===== src/rtl/bcd_subtractor_seq.sv =====
// bcd_subtractor_seq: sequential packed-BCD subtractor a - b - bin, one digit per clock, LSD first.
// Ports: clk, rst_n (async active-low), start/ready handshake, busy while digits are processed,
// done one-cycle result pulse, diff/bout/err/neg held until the next accepted start.
// Build option: define BCD_SUB_SIGNED_MAG_EN to convert negative results to magnitude with neg=1.
module bcd_subtractor_seq #(
  parameter int DIGITS = 4
) (
  input  logic                clk,
  input  logic                rst_n,
  input  logic                start,
  input  logic [4*DIGITS-1:0] a,
  input  logic [4*DIGITS-1:0] b,
  input  logic                bin,
  output logic                ready,
  output logic                busy,
  output logic                done,
  output logic [4*DIGITS-1:0] diff,
  output logic                bout,
  output logic                err,
  output logic                neg
);
  localparam int KW = (DIGITS > 1) ? $clog2(DIGITS) : 1;
`ifdef BCD_SUB_SIGNED_MAG_EN
  typedef enum logic [1:0] {IDLE, SUB, NEGC, DONE} state_t;
`else
  typedef enum logic [1:0] {IDLE, SUB, DONE} state_t;
`endif
  state_t state_q, state_d;
  logic [4*DIGITS-1:0] a_q, a_d, b_q, b_d, diff_q, diff_d;
  logic [KW-1:0] k_q, k_d;
  logic brw_q, brw_d, bout_q, bout_d, err_q, err_d, neg_q, neg_d;
  logic bad, last;
  logic [3:0] x, y, dig;
  logic [4:0] t;
  always_comb begin
    bad = 1'b0;
    for (int i = 0; i < DIGITS; i++)
      bad = bad | (a[i*4 +: 4] > 4'd9) | (b[i*4 +: 4] > 4'd9);
  end
  // NEGC reuses the digit rule as 0 - diff_k - borrow, rewriting diff in place.
`ifdef BCD_SUB_SIGNED_MAG_EN
  assign x = (state_q == NEGC) ? 4'd0 : a_q[{k_q, 2'b00} +: 4];
  assign y = (state_q == NEGC) ? diff_q[{k_q, 2'b00} +: 4] : b_q[{k_q, 2'b00} +: 4];
`else
  assign x = a_q[{k_q, 2'b00} +: 4];
  assign y = b_q[{k_q, 2'b00} +: 4];
`endif
  assign t = {1'b0, x} - {1'b0, y} - {4'b0, brw_q};
  assign dig = t[4] ? t[3:0] + 4'd10 : t[3:0];
  assign last = (k_q == KW'(DIGITS - 1));
  always_comb begin
    state_d = state_q;
    a_d = a_q;
    b_d = b_q;
    k_d = k_q;
    brw_d = brw_q;
    diff_d = diff_q;
    bout_d = bout_q;
    err_d = err_q;
    neg_d = neg_q;
    if (state_q == IDLE || state_q == DONE) begin
      state_d = IDLE;
      if (start) begin
        a_d = a;
        b_d = b;
        brw_d = bin;
        k_d = '0;
        neg_d = 1'b0;
        err_d = bad;
        state_d = bad ? DONE : SUB;
        if (bad) begin
          diff_d = '0;
          bout_d = 1'b0;
        end
      end
    end else begin
      diff_d[{k_q, 2'b00} +: 4] = dig;
      brw_d = t[4];
      k_d = k_q + KW'(1);
      if (last) begin
        state_d = DONE;
        if (state_q == SUB) bout_d = t[4];
`ifdef BCD_SUB_SIGNED_MAG_EN
        if (state_q == SUB && t[4]) begin
          state_d = NEGC;
          k_d = '0;
          brw_d = 1'b0;
        end
        if (state_q == NEGC) neg_d = 1'b1;
`endif
      end
    end
  end
  always_ff @(posedge clk or negedge rst_n) begin
    if (!rst_n) begin
      state_q <= IDLE;
      a_q <= '0;
      b_q <= '0;
      k_q <= '0;
      brw_q <= 1'b0;
      diff_q <= '0;
      bout_q <= 1'b0;
      err_q <= 1'b0;
      neg_q <= 1'b0;
    end else begin
      state_q <= state_d;
      a_q <= a_d;
      b_q <= b_d;
      k_q <= k_d;
      brw_q <= brw_d;
      diff_q <= diff_d;
      bout_q <= bout_d;
      err_q <= err_d;
      neg_q <= neg_d;
    end
  end
  assign ready = (state_q == IDLE) || (state_q == DONE);
  assign busy = !ready;
  assign done = (state_q == DONE);
  assign diff = diff_q;
  assign bout = bout_q;
  assign err = err_q;
  assign neg = neg_q;
endmodule


===== config.mk =====
export PLATFORM = sky130hd
export DESIGN_NAME = bcd_subtractor_seq
export DESIGN_NICKNAME = d
export VERILOG_FILES = /design/src/rtl/bcd_subtractor_seq.sv
export SDC_FILE = /design/constraint.sdc
export NUM_CORES = 1
export LEC_CHECK = 0
export ABC_CLOCK_PERIOD_IN_PS = 8440
export BUFFER_PORTS_ARGS = -buffer_cell sky130_fd_sc_hd__buf_2
export CORE_ASPECT_RATIO = 1.4
export CORE_UTILIZATION = 58
export CTS_CLUSTER_DIAMETER = 120
export CTS_CLUSTER_SIZE = 10
export DETAILED_ROUTE_END_ITERATION = 8
export PLACE_DENSITY_LB_ADDON = 0.1
export SLEW_MARGIN = 20
export SYNTH_ARGS = -nofsm -noshare
export SYNTH_HDL_FRONTEND = slang
export SYNTH_SLANG_ARGS = --single-unit

===== constraint.sdc =====
create_clock -name clk -period 8.44 [get_ports clk]
set_input_delay 1.266 -clock clk [delete_from_list [all_inputs] [get_ports clk]]
set_output_delay 1.266 -clock clk [all_outputs]
set_load 0.005 [all_outputs]

# Word level (Yosys, flattened, before mapping)

Cells that the tools add are included.

Bitwise gates (word level): 7
Add/sub/neg operators: 5
Muxes and demuxes: 18
Order comparisons: 8
Shift operators: 4
Reductions and logical operators: 8
Equality and inequality tests: 5

Operators by type and width:

| operator                                               | number |
|---|---|
| 2-to-1 mux 16 bit                                      | 3 |
| > comparator 4 bit (second input constant)             | 8 |
| variable part select 16 x 5 -> 4 bit                   | 2 |
| bitwise mux 16 bit                                     | 1 |
| variable shift 4 x 6 -> 16 bit (first input constant)  | 1 |
| variable part select 4 x 6 -> 16 bit                   | 1 |
| 2-to-1 mux 2 bit                                       | 6 |
| 2-to-1 mux 1 bit                                       | 7 |
| OR 1 bit                                               | 7 |
| negation 4 -> 6 bit                                    | 1 |
| subtractor 4 x 4 -> 5 bit                              | 1 |
| subtractor 5 x 1 -> 5 bit                              | 1 |
| adder 4 bit (second input constant)                    | 1 |
| equality test 2 bit (second input constant)            | 2 |
| 2-to-1 mux 4 bit                                       | 1 |
| AND reduction 2 bit                                    | 2 |
| AND reduction 4 bit                                    | 1 |
| nonzero test 2 bit                                     | 2 |
| adder 2 x 1 -> 2 bit (second input constant)           | 1 |
| equality test 2 x 1 -> 1 bit (second input constant)   | 1 |
| zero test 2 bit                                        | 1 |
| inequality test 2 x 1 -> 1 bit (second input constant) | 1 |
| inequality test 2 bit (second input constant)          | 1 |
| zero test 1 bit                                        | 1 |
| logical OR 1 bit                                       | 1 |

Register bits: 55
Input port bits: 36
Word-level logic and storage cells: 63
Output and inout bits: 22

# Longest topological paths before layout

Depth after elaboration: 11
Depth in mapped cells: 12
Mapped depth without buffers: 10

# Least setup slack after synthesis

Ideal clock, no wire load.

Path type: register to register
Start point: register k_q[0]
End point: register diff_q[14] (netlist: diff[14])
Data arrival time: 3107 ps
Library setup time: 130 ps
Slack: 5203 ps
Stages on the path, launching flop included: 12
Data required time: 8310 ps
Path through: dfrtp_1 -> buf_6 -> clkbuf_8 -> mux4_2 -> fa_1 -> fa_1 -> nand2b_1 -> a211o_1 -> and2_1 -> clkbuf_1 -> mux2i_1 -> o2bb2ai_1

Longest elaborated chain between the ends: 8

RTL lines:

| item                                                    | line   | text |
|---|---|---|
| start, declared                                         | 30     | `logic [KW-1:0] k_q, k_d;` |
| start signal, assigned                                  | 109    | `k_q <= k_d;` |
| variable part select 16 x 5 -> 4 bit (on tied branches) | 45, 46 |  |
| subtractor 4 x 4 -> 5 bit                               | 48     | `assign t = {1'b0, x} - {1'b0, y} - {4'b0, brw_q};` |
| subtractor 5 x 1 -> 5 bit                               | 48     |  |
| adder 4 bit                                             | 49     | `assign dig = t[4] ? t[3:0] + 4'd10 : t[3:0];` |
| 2-to-1 mux 4 bit                                        | 49     |  |
| variable part select 4 x 6 -> 16 bit                    | 77     | `diff_d[{k_q, 2'b00} +: 4] = dig;` |
| bitwise mux 16 bit (*)                                  | 77     |  |
| 2-to-1 mux 16 bit (*)                                   | 61     | `if (state_q == IDLE \|\| state_q == DONE) begin` |
| end signal, assigned                                    | 111    | `diff_q <= diff_d;` |
| end, declared                                           | 29     | `logic [4*DIGITS-1:0] a_q, a_d, b_q, b_d, diff_q, diff_d;` |

Every way passes the cells marked *; elsewhere a longest branch is shown, timed or not.
A chain may end at the register's enable or synchronous reset.

# Worst setup path after layout

Same ends and word-level chain as after synthesis.

==> flow_summary.rst <==
.. list-table::
   :header-rows: 1

   * - Metric
     - Value
   * - Clock latency on the worst-skew pair
     - 310 ps
   * - Hold_sp
     - b_q[4]$_DFFE_PN0P_
   * - Worst setup path category
     - reg2reg
   * - Sequential cell area fraction in the yosys report
     - 0.5023
   * - Dominant cells by area after synthesis
     - dfrtp_1 (50%), nand2_1 (15%), ha_1 (4.6%)
   * - Leak
     - 1.648 nW
   * - Routed Wire Length
     - 5716 um
   * - Endpoint, Worst Hold
     - b_q[4]$_DFFE_PN0P_
   * - Number of max-slew violations in the final report
     - 0
   * - Post-Layout Inst Area
     - 3124 um^2
   * - First-pass GRT wire length
     - 9763 um
   * - Number of storage elements in the synthesis netlist
     - 55
   * - Count of synthesis-stage warnings from yosys
     - 0
   * - Final net count
     - 371
   * - Max Fclk
     - 0.2764 GHz
   * - TritonCTS clock tree
     - yes
   * - CTS HTree Levels
     - 2
   * - Total core area
     - 4536 um^2
   * - Quantity of gates resized following cts
     - 0
   * - Overflow left after global routing
     - 0
   * - Clk slew on worst S/H paths
     - 90 ps
   * - Cell depth of the worst flop-to-flop path
     - 8
   * - Element type at the critical path end
     - flop
   * - Post-synthesis cell type with the largest combined area
     - dfrtp_1
   * - Count of cell types in the netlist
     - 42
   * - Post-CTS setup buffer count
     - 0
   * - Final hold violation count
     - 0
   * - Via count normalized by instance count
     - 5.531
   * - Number of buffers added on ports
     - 56
   * - Largest net degree at the start of global routing
     - 56
   * - Reg-to-reg setup timing slack
     - 4820 ps
   * - Layout filler cell count
     - 365
   * - Number of maximum-capacitance violations
     - 0
   * - Height of the die
     - 83.33 um
   * - Slew at the pin closest to its max-slew limit
     - 1024 ps
   * - DIE AREA
     - 5007 um^2
   * - Launch instance of the worst register-to-register path
     - k_q[0]$_DFFE_PN0N_
   * - Final Core Density
     - 0.6888
   * - Wirelength per Cell
     - 14.81 um
   * - Highest ir drop seen on vdd
     - 0.2478 mV
   * - Routed via count
     - 2135
   * - Outcome
     - finished clean
   * - Net count of the mapped netlist
     - 320
   * - Die Width
     - 60.09 um
   * - P per Cell Area
     - 400.2 nW/um^2
   * - Worst hold path type
     - reg2reg
   * - Final-report setup violation count
     - 0
   * - ANT nets after route
     - 0
   * - Worst hold stages
     - 2
   * - Setup repair after global routing missed its margin
     - false
   * - Last weighted congestion value of the routability-driven placer
     - 0.8560
   * - Count of antenna diodes in the layout
     - 0
   * - Synth top area share
     - 0.5023
   * - Final-layout setup total negative slack
     - 0 ps
   * - Hold_buf cts
     - 0
   * - Number of placement rows
     - 29
   * - End of the worst register-to-register path
     - diff[14]$_DFFE_PN0P_
   * - Max clock buf depth
     - 2
   * - DP Wirelength
     - 4270 um
   * - Number of buffers created by CTS
     - 5
   * - WP data arrival
     - 3810 ps
   * - Tot GR Track Use
     - 0.2644
   * - Number of enable flip-flop cells after synthesis
     - 0
   * - Final Skew
     - 6.440 ps
   * - Post-route DRC
     - 0
   * - Prevailing post-synth register cell
     - dfrtp_1
   * - Post-synthesis instance area
     - 2740 um^2
   * - Root buffer cell
     - clkbuf_8
   * - Crit path time final
     - 3618 ps
   * - CP max FO
     - 19
   * - Async set-or-reset flop fraction in the synthesized netlist
     - 1.000
   * - Hold slack final
     - 481.4 ps
   * - Number of design-rule violations left by the first detailed-router iteration
     - 126
   * - Gate Count Post-Synth
     - 272
   * - Ratio of final minimum period to clock period
     - 0.4287
   * - Max-Slew Margin vs Limit
     - 0.3158
   * - Initial Utilization
     - 0.6041
   * - Area Overhead vs Synth
     - 14.02%
   * - CTS sink cnt
     - 55
   * - Fraction of final layout cells with drive strength greater than 1
     - 0.2315
   * - Type of element launching the critical path
     - flop
   * - Area post-placement
     - 3024 um^2
   * - Via count of the first global-routing pass
     - 2106
   * - I/O pin total
     - 58
   * - Worst EP required
     - 8630 ps
   * - Post-synthesis area per instance
     - 10.07 um^2
   * - Detailed-router iteration count before antenna repair
     - 4
   * - Antenna violations before repair
     - 0
-- cell usage in the layout (no fill, tap or decap), types with 4 or more instances in the layout --
| cell | Yosys | final |
|---|---|---|
| nand2_1 | 106 | 106 |
| buf_2 | 0 | 56 |
| dfrtp_1 | 55 | 55 |
| o21ai_0 | 11 | 11 |
| inv_1 | 10 | 10 |
| ha_1 | 10 | 10 |
| a22o_1 | 9 | 9 |
| o2bb2ai_1 | 8 | 8 |
| clkbuf_8 | 2 | 7 |
| mux4_1 | 4 | 4 |
| mux4_2 | 4 | 4 |
-- critical path: stages (launching register included) --
cell	delay [ps]
dfrtp_1	840
mux4_2	600
fa_1	430
fa_1	440
nand2b_1	180
a31oi_1	220
and2_1	280
mux2i_1	380
o2bb2ai_1	120
-- stage by stage --
step	setup slack, ps	cells	power [W]
after floorplan	5203	272	0.0009273
after global placement	4886	378	0.001066
after detailed placement	4840	378	0.001090
after CTS	4820	386	0.001250
after global routing	4522	386	0.001348
final	4822	386	0.001250
-- state kept, by name (all words and copies together) (netlist names) --
signal,count
bout,1
brw_q,1
k_q,2
a_q,16
state_q,2
diff,16
err,1
b_q,16
-- area by class of cell --
class	instances	area (um^2)	area share
well taps	62	77.57	0.02483
multi-input cells	193	1237	0.3961
clock buffers	8	100.1	0.03204
inverters	10	37.54	0.01201
repair buffers	58	295.3	0.09451
flip-flops and latches	55	1376	0.4405
-- power breakdown --
part	switching [W]	total (W)	internal [W]
Combinational	0.000407	0.000684	0.000277
Clock	0.0000817	0.000157	0.0000750
Sequential	0.0000680	0.000410	0.000342
Total	0.000557	0.00125	0.000694
-- how the worst max path moves through the flow --
stage / cells past startpoint / end / startpoint
2_1_floorplan: 11 / diff[14]$_DFFE_PN0P_ / k_q[0]$_DFFE_PN0N_
3_3_place_gp: 8 / diff[14]$_DFFE_PN0P_ / k_q[0]$_DFFE_PN0N_
3_5_place_dp: 8 / diff[14]$_DFFE_PN0P_ / k_q[0]$_DFFE_PN0N_
4_1_cts: 8 / diff[14]$_DFFE_PN0P_ / k_q[0]$_DFFE_PN0N_
5_1_grt: 8 / diff[10]$_DFFE_PN0P_ / k_q[0]$_DFFE_PN0N_
6_report: 8 / diff[14]$_DFFE_PN0P_ / k_q[0]$_DFFE_PN0N_
-- cells by family after synthesis --
family	Yosys count	synth area share
flip-flops	55	0.5023
AND/OR/NAND/NOR	127	0.1945
buffers and inverters	24	0.04703
other	1	0.001369
multiplexers	9	0.07489
adder cells (fa/ha/maj)	12	0.06027
AO/OA/AOI/OAI	40	0.1069
XOR/XNOR	4	0.01279
-- synthesized netlist by cell type (2+ instances only) --
master / count
clkbuf_8: 2
a22o_1: 9
o31ai_1: 2
ha_1: 10
mux4_2: 4
nor3_1: 2
o2bb2ai_1: 8
fa_1: 2
or3_1: 2
nor2_1: 2
nor2b_1: 2
buf_6: 2
a21oi_1: 2
o21ai_0: 11
and2_2: 2
nand2_1: 106
xor2_1: 3
and2_1: 2
clkbuf_1: 9
inv_1: 10
mux4_1: 4
dfrtp_1: 55
a21boi_0: 2
-- layer usage --
| metal | GRT usage | part of all wire | wire length, um |
|---|---|---|---|
| met5 | 0 | 0 | 0 |
| met1 | 0.3262 | 0.41 | 2316 |
| met2 | 0.4333 | 0.51 | 2937 |
| met3 | 0.04050 | 0.036 | 203 |
| met4 | 0.1395 | 0.045 | 259 |
Power figures use the tool's default switching activity.
